`src/rtl/systolic_result_drain.sv`:
```
// Result drain for one PE row: snapshots N accumulated C values on a capture
// and streams them to the host one word per valid/ready handshake, index 0 first.
module systolic_result_drain #(
    parameter int DATA_W = 32,
    parameter int N      = 4,
    parameter int IDX_W  = (N > 1) ? $clog2(N) : 1
) (
    input  logic                CLK,
    input  logic                RESET,
    input  logic                ENABLE,
    input  logic [N*DATA_W-1:0] C_IN,
    input  logic                CAPTURE,
    output logic                CLEAR_PE,
    output logic                BUSY,
    output logic [DATA_W-1:0]   OUT_DATA,
    output logic [IDX_W-1:0]    OUT_INDEX,
    output logic                OUT_VALID,
    input  logic                OUT_READY,
    output logic                OUT_LAST,
    output logic                OVERRUN,
    output logic [0:0]          STATE_DBG
);

    // Output handshake: a word moves on every rising edge where OUT_VALID and
    // OUT_READY are both high; while OUT_VALID && !OUT_READY the word, its index
    // and OUT_LAST are held unchanged. OUT_VALID never drops without a transfer
    // unless RESET is asserted.

    localparam logic [0:0]       ST_IDLE  = 1'b0;
    localparam logic [0:0]       ST_SEND  = 1'b1;
    localparam logic [IDX_W-1:0] IDX_LAST = IDX_W'(N - 1);

    logic [0:0]        state_q, state_d;
    logic [IDX_W-1:0]  idx_q, idx_d;
    logic              clear_q, clear_d;
    logic              overrun_q, overrun_d;
    logic [DATA_W-1:0] buf_q [N];
    logic [DATA_W-1:0] buf_d [N];

    logic capture_fire;
    logic xfer;
    logic at_last;
    logic load;

    always_comb begin
        capture_fire = CAPTURE && ENABLE;
        xfer         = (state_q == ST_SEND) && OUT_READY;
        at_last      = (idx_q == IDX_LAST);

        state_d   = state_q;
        idx_d     = idx_q;
        clear_d   = 1'b0;
        overrun_d = overrun_q;
        load      = 1'b0;
        for (int i = 0; i < N; i++) begin
            buf_d[i] = buf_q[i];
        end

        case (state_q)
            ST_IDLE: begin
                if (capture_fire) begin
                    load = 1'b1;
                end
            end
            ST_SEND: begin
                if (xfer && at_last) begin
                    // A capture on the final transfer chains straight into the next row.
                    if (capture_fire) begin
                        load = 1'b1;
                    end else begin
                        state_d = ST_IDLE;
                        idx_d   = '0;
                    end
                end else begin
                    if (xfer) begin
                        idx_d = idx_q + IDX_W'(1);
                    end
                    if (capture_fire) begin
                        overrun_d = 1'b1;
                    end
                end
            end
            default: begin
                state_d = ST_IDLE;
                idx_d   = '0;
            end
        endcase

        if (load) begin
            state_d = ST_SEND;
            idx_d   = '0;
            clear_d = 1'b1;
            for (int i = 0; i < N; i++) begin
                buf_d[i] = C_IN[i*DATA_W +: DATA_W];
            end
        end
    end

    always_ff @(posedge CLK) begin
        if (RESET) begin
            state_q   <= ST_IDLE;
            idx_q     <= '0;
            clear_q   <= 1'b0;
            overrun_q <= 1'b0;
        end else begin
            state_q   <= state_d;
            idx_q     <= idx_d;
            clear_q   <= clear_d;
            overrun_q <= overrun_d;
        end
    end

    // Buffer contents are meaningless until a capture, so it carries no reset.
    always_ff @(posedge CLK) begin
        for (int i = 0; i < N; i++) begin
            buf_q[i] <= buf_d[i];
        end
    end

    always_comb begin
        OUT_VALID = (state_q == ST_SEND);
        BUSY      = OUT_VALID;
        OUT_INDEX = idx_q;
        OUT_DATA  = OUT_VALID ? buf_q[idx_q] : '0;
        OUT_LAST  = OUT_VALID && at_last;
        CLEAR_PE  = clear_q;
        OVERRUN   = overrun_q;
        STATE_DBG = state_q;
    end

endmodule

```
`config.mk`:
```
export PLATFORM = sky130hd
export DESIGN_NAME = systolic_result_drain
export DESIGN_NICKNAME = d
export VERILOG_FILES = /design/src/rtl/systolic_result_drain.sv
export SDC_FILE = /design/constraint.sdc
export NUM_CORES = 1
export LEC_CHECK = 0
export CAP_MARGIN = 20
export CORE_UTILIZATION = 25
export CTS_BUF_LIST = sky130_fd_sc_hd__clkbuf_4
export DETAILED_ROUTE_END_ITERATION = 8
export GPL_TIMING_DRIVEN = 1
export SYNTH_ARGS = -nofsm -noshare
export SYNTH_HDL_FRONTEND = slang
export SYNTH_SLANG_ARGS = --single-unit
```
`constraint.sdc`:
```
create_clock -name CLK -period 9.2 [get_ports CLK]
set_input_delay 1.38 -clock CLK [delete_from_list [all_inputs] [get_ports CLK]]
set_output_delay 1.38 -clock CLK [all_outputs]
set_load 0.03 [all_outputs]
```
Word-level counts from Yosys, hierarchy flattened
Memory sizes are Yosys's and may differ from the RTL's. A register that Yosys moved wholly into a read port is not among the register bits.
Cells that the tools add are included.

cells by class
  reductions and logical operators = 8
  bitwise gates (word level) = 2
  equal/unequal tests = 3
  $add $sub $neg = 1
  $lt $le $gt $ge = 0
  multipliers = 0
  shift-type cells = 0
  multiplexer cells = 14
  div/mod/pow operators = 0

operator list
  kind                                           number
  two-way mux 128 bit                            1
  two-way mux 32 bit                             1
  two-way mux 2 bit                              5
  two-way mux 1 bit                              6
  AND reduction 3 bit                            2
  logical AND 1 bit                              4
  adder 2 x 1 -> 2 bit (second input constant)   1
  equality test 2 bit (second input constant)    1
  inequality test 2 bit (second input constant)  1
  inverter 1 bit                                 2
  case mux 1 bit (2 select lines)                1
  nonzero test 2 bit                             1
  OR reduction 2 bit                             1
  inequality test 1 bit (second input constant)  1

storage, ports and cells
  bits of input ports = 133
  flip-flop bits (word level) = 5
  latch bits = 0
  output and inout bits = 40
  memories kept = 1
  RAM bits = 128
  logic and storage cells = 33
  memory bits (read-only) = 0

memories
  memory  depth  width  read ports  clocked after Yosys merged registers in  write ports  RTL line  RTL
  buf_q   4      32     1           1                                        4            37        logic [DATA_W-1:0] buf_q [N];

Longest topological paths before layout
Gate-level depths: netlist of the first run.

  depth after elaboration = 6
  depth in mapped cells = 4
  gate-level depth less buffers = 4

Worst setup path after synthesis of the first run
No wires, ideal clock.

  kind = input to register
  start point = input port OUT_READY
  end point = memory buf_q[0][0], enable pin
  path buffers = 0
  library setup time = 0.620 ns
  data arrival time = 6.916 ns
  setup slack = 1.664 ns
  stages = 2
  required time = 8.580 ns
  path through = a21boi_0 nor2_1

RTL lines
  element             RTL line  RTL
  start: declaration  18        input logic OUT_READY,
  end: declaration    37

==> metrics.cfg, run 1 <==
[global_route]
grt_pass1_vias=3203
grt_pass1_wl_mm=18.5
grt_overflow=0
grt_max_degree=71
grt_usage=0.120
antenna_found_initial=0

[worst_setup_path]
slowest_delay_ns=0.75
start_kind=register
crit_required_ns=7.82
cpMaxStageDelayCell=dfxtp_2
setup.worst_path.class=reg2out
worstPathMaxFanout=17
arrival_ns=3.12
end_kind=output pin
crit_chain=buf_4 -> mux4_1 -> and2_1 -> clkdlybuf4s50_1

[placement]
dp_hpwl_mm=7.79
portBuffers=172
place_area_um2=7130
gp_congestion=0.744

[clock_network]
clockBufferDepth=2
cts_setup_buffers=0
hold_buffers=0
cts_resized=0
htree_num_levels=4
numCtsBuffers=17
cts.sinks=135
clk_pin_slew_ns=0.12
clock_latency_ns=0.54
cts_tree=done
ctsRootBufferMaster=clkbuf_4

[sta]
slew_headroom=0.352
final_max_slew_viol_count=0
finalClockSkew_ns=0.0149
fmaxAchievable_mhz=222
tns_ns=0
final-hold-violation-count=0
final-setup-viol-count=0
rsz0062_at_grt=false
whs_ns=0.501
fin_crit_ns=4.50
period_share=0.489
worst_slew_pin_slew_ns=0.972

[drt]
drt_iter0_markers=109
postRouteAntennaNets=0
wl_per_cell_um=16.8
num_vias=2860
finalWirelength_mm=11.7
viasPerCell=4.10
drcViolationCount=0
drtPass1Iterations=4

[logic_synthesis]
syn_avg_cell_area_um2=22.3
synth-seq-cells=135
synth_compound_area_frac=0.0109
ys_types=23
synthesis.nets=365
yosysSeqAreaShare=0.774
synth-xor-area-share=0
synth_fa_ha_area_frac=0.00243
syn_area_um2=5140
synth_top_family_by_area=multiplexers
synthMuxAreaShare=0.142
ys_warn_count=0
yosys.area_share.simple=0.0489
syn_inst=231

[die]
die_area_um2=21200
core_area_um2=20200
dieWidth_um=145
initial_utilization=0.254
dieHeight_um=145
ios=173
rows=52

[final_layout]
fin_nets=548
drive_gt1_frac=0.159
n_fill_cell=1862
final-seq-area_um2=3990
fin_util=0.365
final_area_um2=7390
area_growth_pct=43.7
multiInputGateArea_um2=1060

[pwr]
vdd_ir_drop_max_mv=0.0715
finalPower_mw=1.21
power.density_nw_per_um2=164
p_leak_nw=2.37

[run]
cap_violations=0

[run_status]
status=finished, final reports clean

[hold_path]
hold_class=reg2reg

==> layout by cell type, fill, tap and decap left out <==
master           count
and3_1               1
diode_2              1
nor2_1               2
or3b_1               1
nand2_1              2
clkdlybuf4s50_1    172
a21boi_0             1
nor3_1               1
o21ai_0              1
ha_1                 1
clkinv_1             1
mux4_2              30
dfxtp_2              2
bufinv_16            1
a211oi_1             2
clkbuf_4            17
a21oi_1              3
mux4_1               2
nor2_4               1
buf_4                4
a31oi_1              1
o211ai_1             1
or3_1                1
and2_1              33
clkinvlp_4           3
inv_6                3
clkinv_2             4
dfxtp_1              5
edfxtp_1           128
clkinv_4             3
==> per-stage QoR <==
stage	setup slack [ns]	std cells
2_1_floorplan	1.66	231
3_3_place_gp	5.18	665
3_5_place_dp	5.02	665
4_1_cts	4.55	697
5_1_grt	4.42	697
6_report	4.70	698
==> cell families (layout without fill, tap and decap cells) <==
group                      after synthesis  count (layout)
AOI/OAI and AO/OA                        9               9
adders and majority gates                1               1
buffers and inverters                   12             208
DFF                                    135             135
muxes                                   32              32
other                                    0               1
and+or+nand+nor                         42              42
==> sequential cells by signal, summed over array words and instances (netlist names), named ones only <==
name and count:
BUSY 1, OUT_INDEX 2, CLEAR_PE 1, buf_q 128
OVERRUN 1
==> worst max-delay path: cells and delay by family, from the launching register on <==
kind / cells / cell delay (ns)
mux: 1 / 0.60
simple gates: 1 / 0.17
buf+inv: 2 / 1.05
flops: 1 / 0.75
==> cells in the mapped netlist (all sizes together) <==
cell	n	area, um^2
a211oi	2	15.0
a21boi	1	7.51
a21oi	3	15.0
a31oi	1	6.26
and2	33	206
and3	1	6.26
buf	9	101
clkbuf	3	11.3
dfxtp	7	140
edfxtp	128	3840
ha	1	12.5
mux4	32	728
nand2	2	7.51
nor2	3	11.3
nor3	1	5.00
o211ai	1	7.51
o21ai	1	5.00
or3	1	6.26
or3b	1	8.76
==> final timing paths <==
kind | startpoint | end | slack (ns) | cells past startpoint
hold reg to reg | OVERRUN$_SDFFE_PP0P_ | OVERRUN$_SDFFE_PP0P_ | 0.50 | 2
setup / recovery | register | OUT_DATA[31] | 4.70 | 4
hold / removal | OVERRUN$_SDFFE_PP0P_ | OVERRUN$_SDFFE_PP0P_ | 0.50 | 2
setup reg to reg | BUSY$_SDFF_PP0_ | buf_q[2][22]$_DFFE_PP_ | 6.30 | 4
==> cell type report <==
cell class                      count  share of cell area
Sequential cell                   135               0.539
Tap cell                          270              0.0457
Clock inverter                     15              0.0174
Clock buffer                       17              0.0173
Multi-Input combinational cell     84               0.143
Antenna cell                        1            0.000339
Timing Repair Buffer              176               0.237
==> power breakdown <==
group	switching (mW)	internal [mW]	leakage (nW)
clock	0.235	0.134	0.136
combinational	0.0506	0.0804	0.981
sequential	0.00970	0.703	1.25
total	0.295	0.917	2.37
==> routing by layer <==
metal | global-route usage | vias up | wire, um
li1 | - | 1310 | -
met1 | 0.150 | 1422 | 5030
met2 | 0.193 | 118 | 5810
met3 | 0.0404 | 10 | 744
met4 | 0.0426 | 0 | 133
met5 | 0 | - | 0
Note: power is estimated with default switching activity, not from simulation.
==> inputs of run 2 (changes only) <==
- clock period: 9.2 -> 3.7 ns (I/O delays scaled with it)
==> metrics.cfg, run 2 (synthesized netlist as in run 1, its figures left out) <==
[pwr]
power.density_nw_per_um2=431  ; was 164 nW/um^2
vdd_ir_drop_max_mv=0.180  ; was 0.0715 mV
finalPower_mw=3.23  ; was 1.21 mW
p_leak_nw=2.42  ; was 2.37 nW

[placement]
dp_hpwl_mm=7.62  ; was 7.79 mm
dp_slack_ns=0.916  ; was 5.02 ns
portBuffers=172  ; unchanged
place_area_um2=7170  ; was 7130 um^2
gp_congestion=0.749  ; was 0.744
dp_cells=667  ; was 665

[clock_network]
cts_resized=0  ; unchanged
clock_latency_ns=0.52  ; was 0.54 ns
clockBufferDepth=2  ; unchanged
hold_buffers=0  ; unchanged
cts.sinks=135  ; unchanged
ctsRootBufferMaster=clkbuf_4  ; unchanged
htree_num_levels=4  ; unchanged
clk_pin_slew_ns=0.11  ; was 0.12 ns
numCtsBuffers=17  ; unchanged
cts_tree=done  ; unchanged
cts_setup_buffers=0  ; unchanged

[final_layout]
antenna_cells=0  ; was 1
largest_reg_flops=128  ; unchanged
fin_util=0.371  ; was 0.365
n_fill_cell=1890  ; was 1862
area_growth_pct=45.9  ; was 43.7%
largest-register=buf_q  ; unchanged
final_area_um2=7510  ; was 7390 um^2
fin_nets=550  ; was 548
drive_gt1_frac=0.159  ; about the same
final_common_cell=clkdlybuf4s50_1  ; unchanged
final_cell_mix=clkdlybuf4s50_1, edfxtp_1, and2_1, mux4_2, clkbuf_4  ; unchanged
finalNonFillerCells=698  ; unchanged

[drt]
viasPerCell=4.11  ; was 4.10
postRouteAntennaNets=0  ; unchanged
drcViolationCount=0  ; unchanged
drt_iter0_markers=178  ; was 109
drtPass1Iterations=4  ; unchanged
finalWirelength_mm=11.0  ; was 11.7 mm
num_vias=2866  ; was 2860
wl_per_cell_um=15.8  ; was 16.8 um

[sta]
slew_headroom=0.471  ; was 0.352
final_max_slew_viol_count=0  ; unchanged
tns_ns=0  ; unchanged
worst_slew_pin_slew_ns=0.794  ; was 0.972 ns
fmaxAchievable_mhz=308
whs_ns=0.499  ; was 0.501 ns
final-setup-viol-count=0  ; unchanged
worst_slack_ns=0.448  ; was 4.70 ns
period_share=0.879
finalClockSkew_ns=0.0132  ; was 0.0149 ns
final-hold-violation-count=0  ; unchanged
fin_crit_ns=3.25
rsz0062_at_grt=false  ; unchanged

[die]
rows=52  ; unchanged
die_area_um2=21200  ; unchanged
initial_utilization=0.254  ; unchanged
dieHeight_um=145  ; unchanged
dieWidth_um=145  ; unchanged
ios=173  ; unchanged
core_area_um2=20200  ; unchanged

[worst_setup_path]
arrival_ns=2.70  ; was 3.12 ns
setup.worst_path.class=reg2out  ; unchanged
end_kind=output pin  ; unchanged
worstPathMaxFanout=25  ; was 17
start_kind=register  ; unchanged
crit_required_ns=3.14  ; was 7.82 ns

[global_route]
grt_usage=0.111  ; was 0.120
grt_max_degree=69  ; was 71
grt_pass1_vias=3165  ; was 3203
grt_overflow=0  ; unchanged
grt_pass1_wl_mm=17.3  ; was 18.5 mm
antenna_found_initial=0  ; unchanged

[run]
cap_violations=0  ; unchanged

[run_status]
status=finished, final reports clean  ; unchanged

[hold_path]
hold_class=reg2reg  ; unchanged

-- run 2: cell types whose count changed in the layout (fill, tap and decap cells not counted), sizes merged --
cell and delta:
clkinvlp -1, diode -1, clkbuf +4, buf +2
clkinv -5, inv -3, bufinv +4
-- run 2: path summary, 6_finish.rpt --
| kind | cells past startpoint | start | slack, ns | endpoint |
|---|---|---|---|---|
| worst min register to register | 2 | OVERRUN$_SDFFE_PP0P_ | 0.50 | OVERRUN$_SDFFE_PP0P_ |
| worst max register to register | 3 | BUSY$_SDFF_PP0_ | 1.41 | buf_q[0][14]$_DFFE_PP_ |
| worst max-delay path | 4 | register | 0.45 | OUT_DATA[25] |
| worst min-delay path | 2 | OVERRUN$_SDFFE_PP0P_ | 0.50 | OVERRUN$_SDFFE_PP0P_ |
-- run 2: critical path, cell delays in order (launching register included) --
cell and delay (ns):
dfxtp_2 0.83, buf_4 0.29, mux4_2 0.30, and2_1 0.17, clkdlybuf4s50_1 0.59
-- run 2: power by group --
part           switching (mW)  internal [mW]
combinational           0.129          0.204
clock                   0.509          0.626
sequential             0.0194           1.75
-- run 2: final cells by class --
type / instances / area, um^2 / share of cell area
Clock buffer: 21 / 158 / 0.0210
Clock inverter: 10 / 178 / 0.0237
Multi-Input combinational cell: 84 / 1060 / 0.141
Sequential cell: 135 / 3990 / 0.531
Tap cell: 270 / 338 / 0.0450
Timing Repair Buffer: 178 / 1790 / 0.239
-- run 2: metal layers --
metal | wire length (um) | part of all wire | GRT usage | vias to the layer above
met5 | 0 | 0 | 0 | -
met4 | 163 | 0.015 | 0.0484 | 0
met3 | 730 | 0.066 | 0.0439 | 13
met1 | 4450 | 0.40 | 0.125 | 1418
met2 | 5700 | 0.52 | 0.188 | 120
li1 | - | - | - | 1315
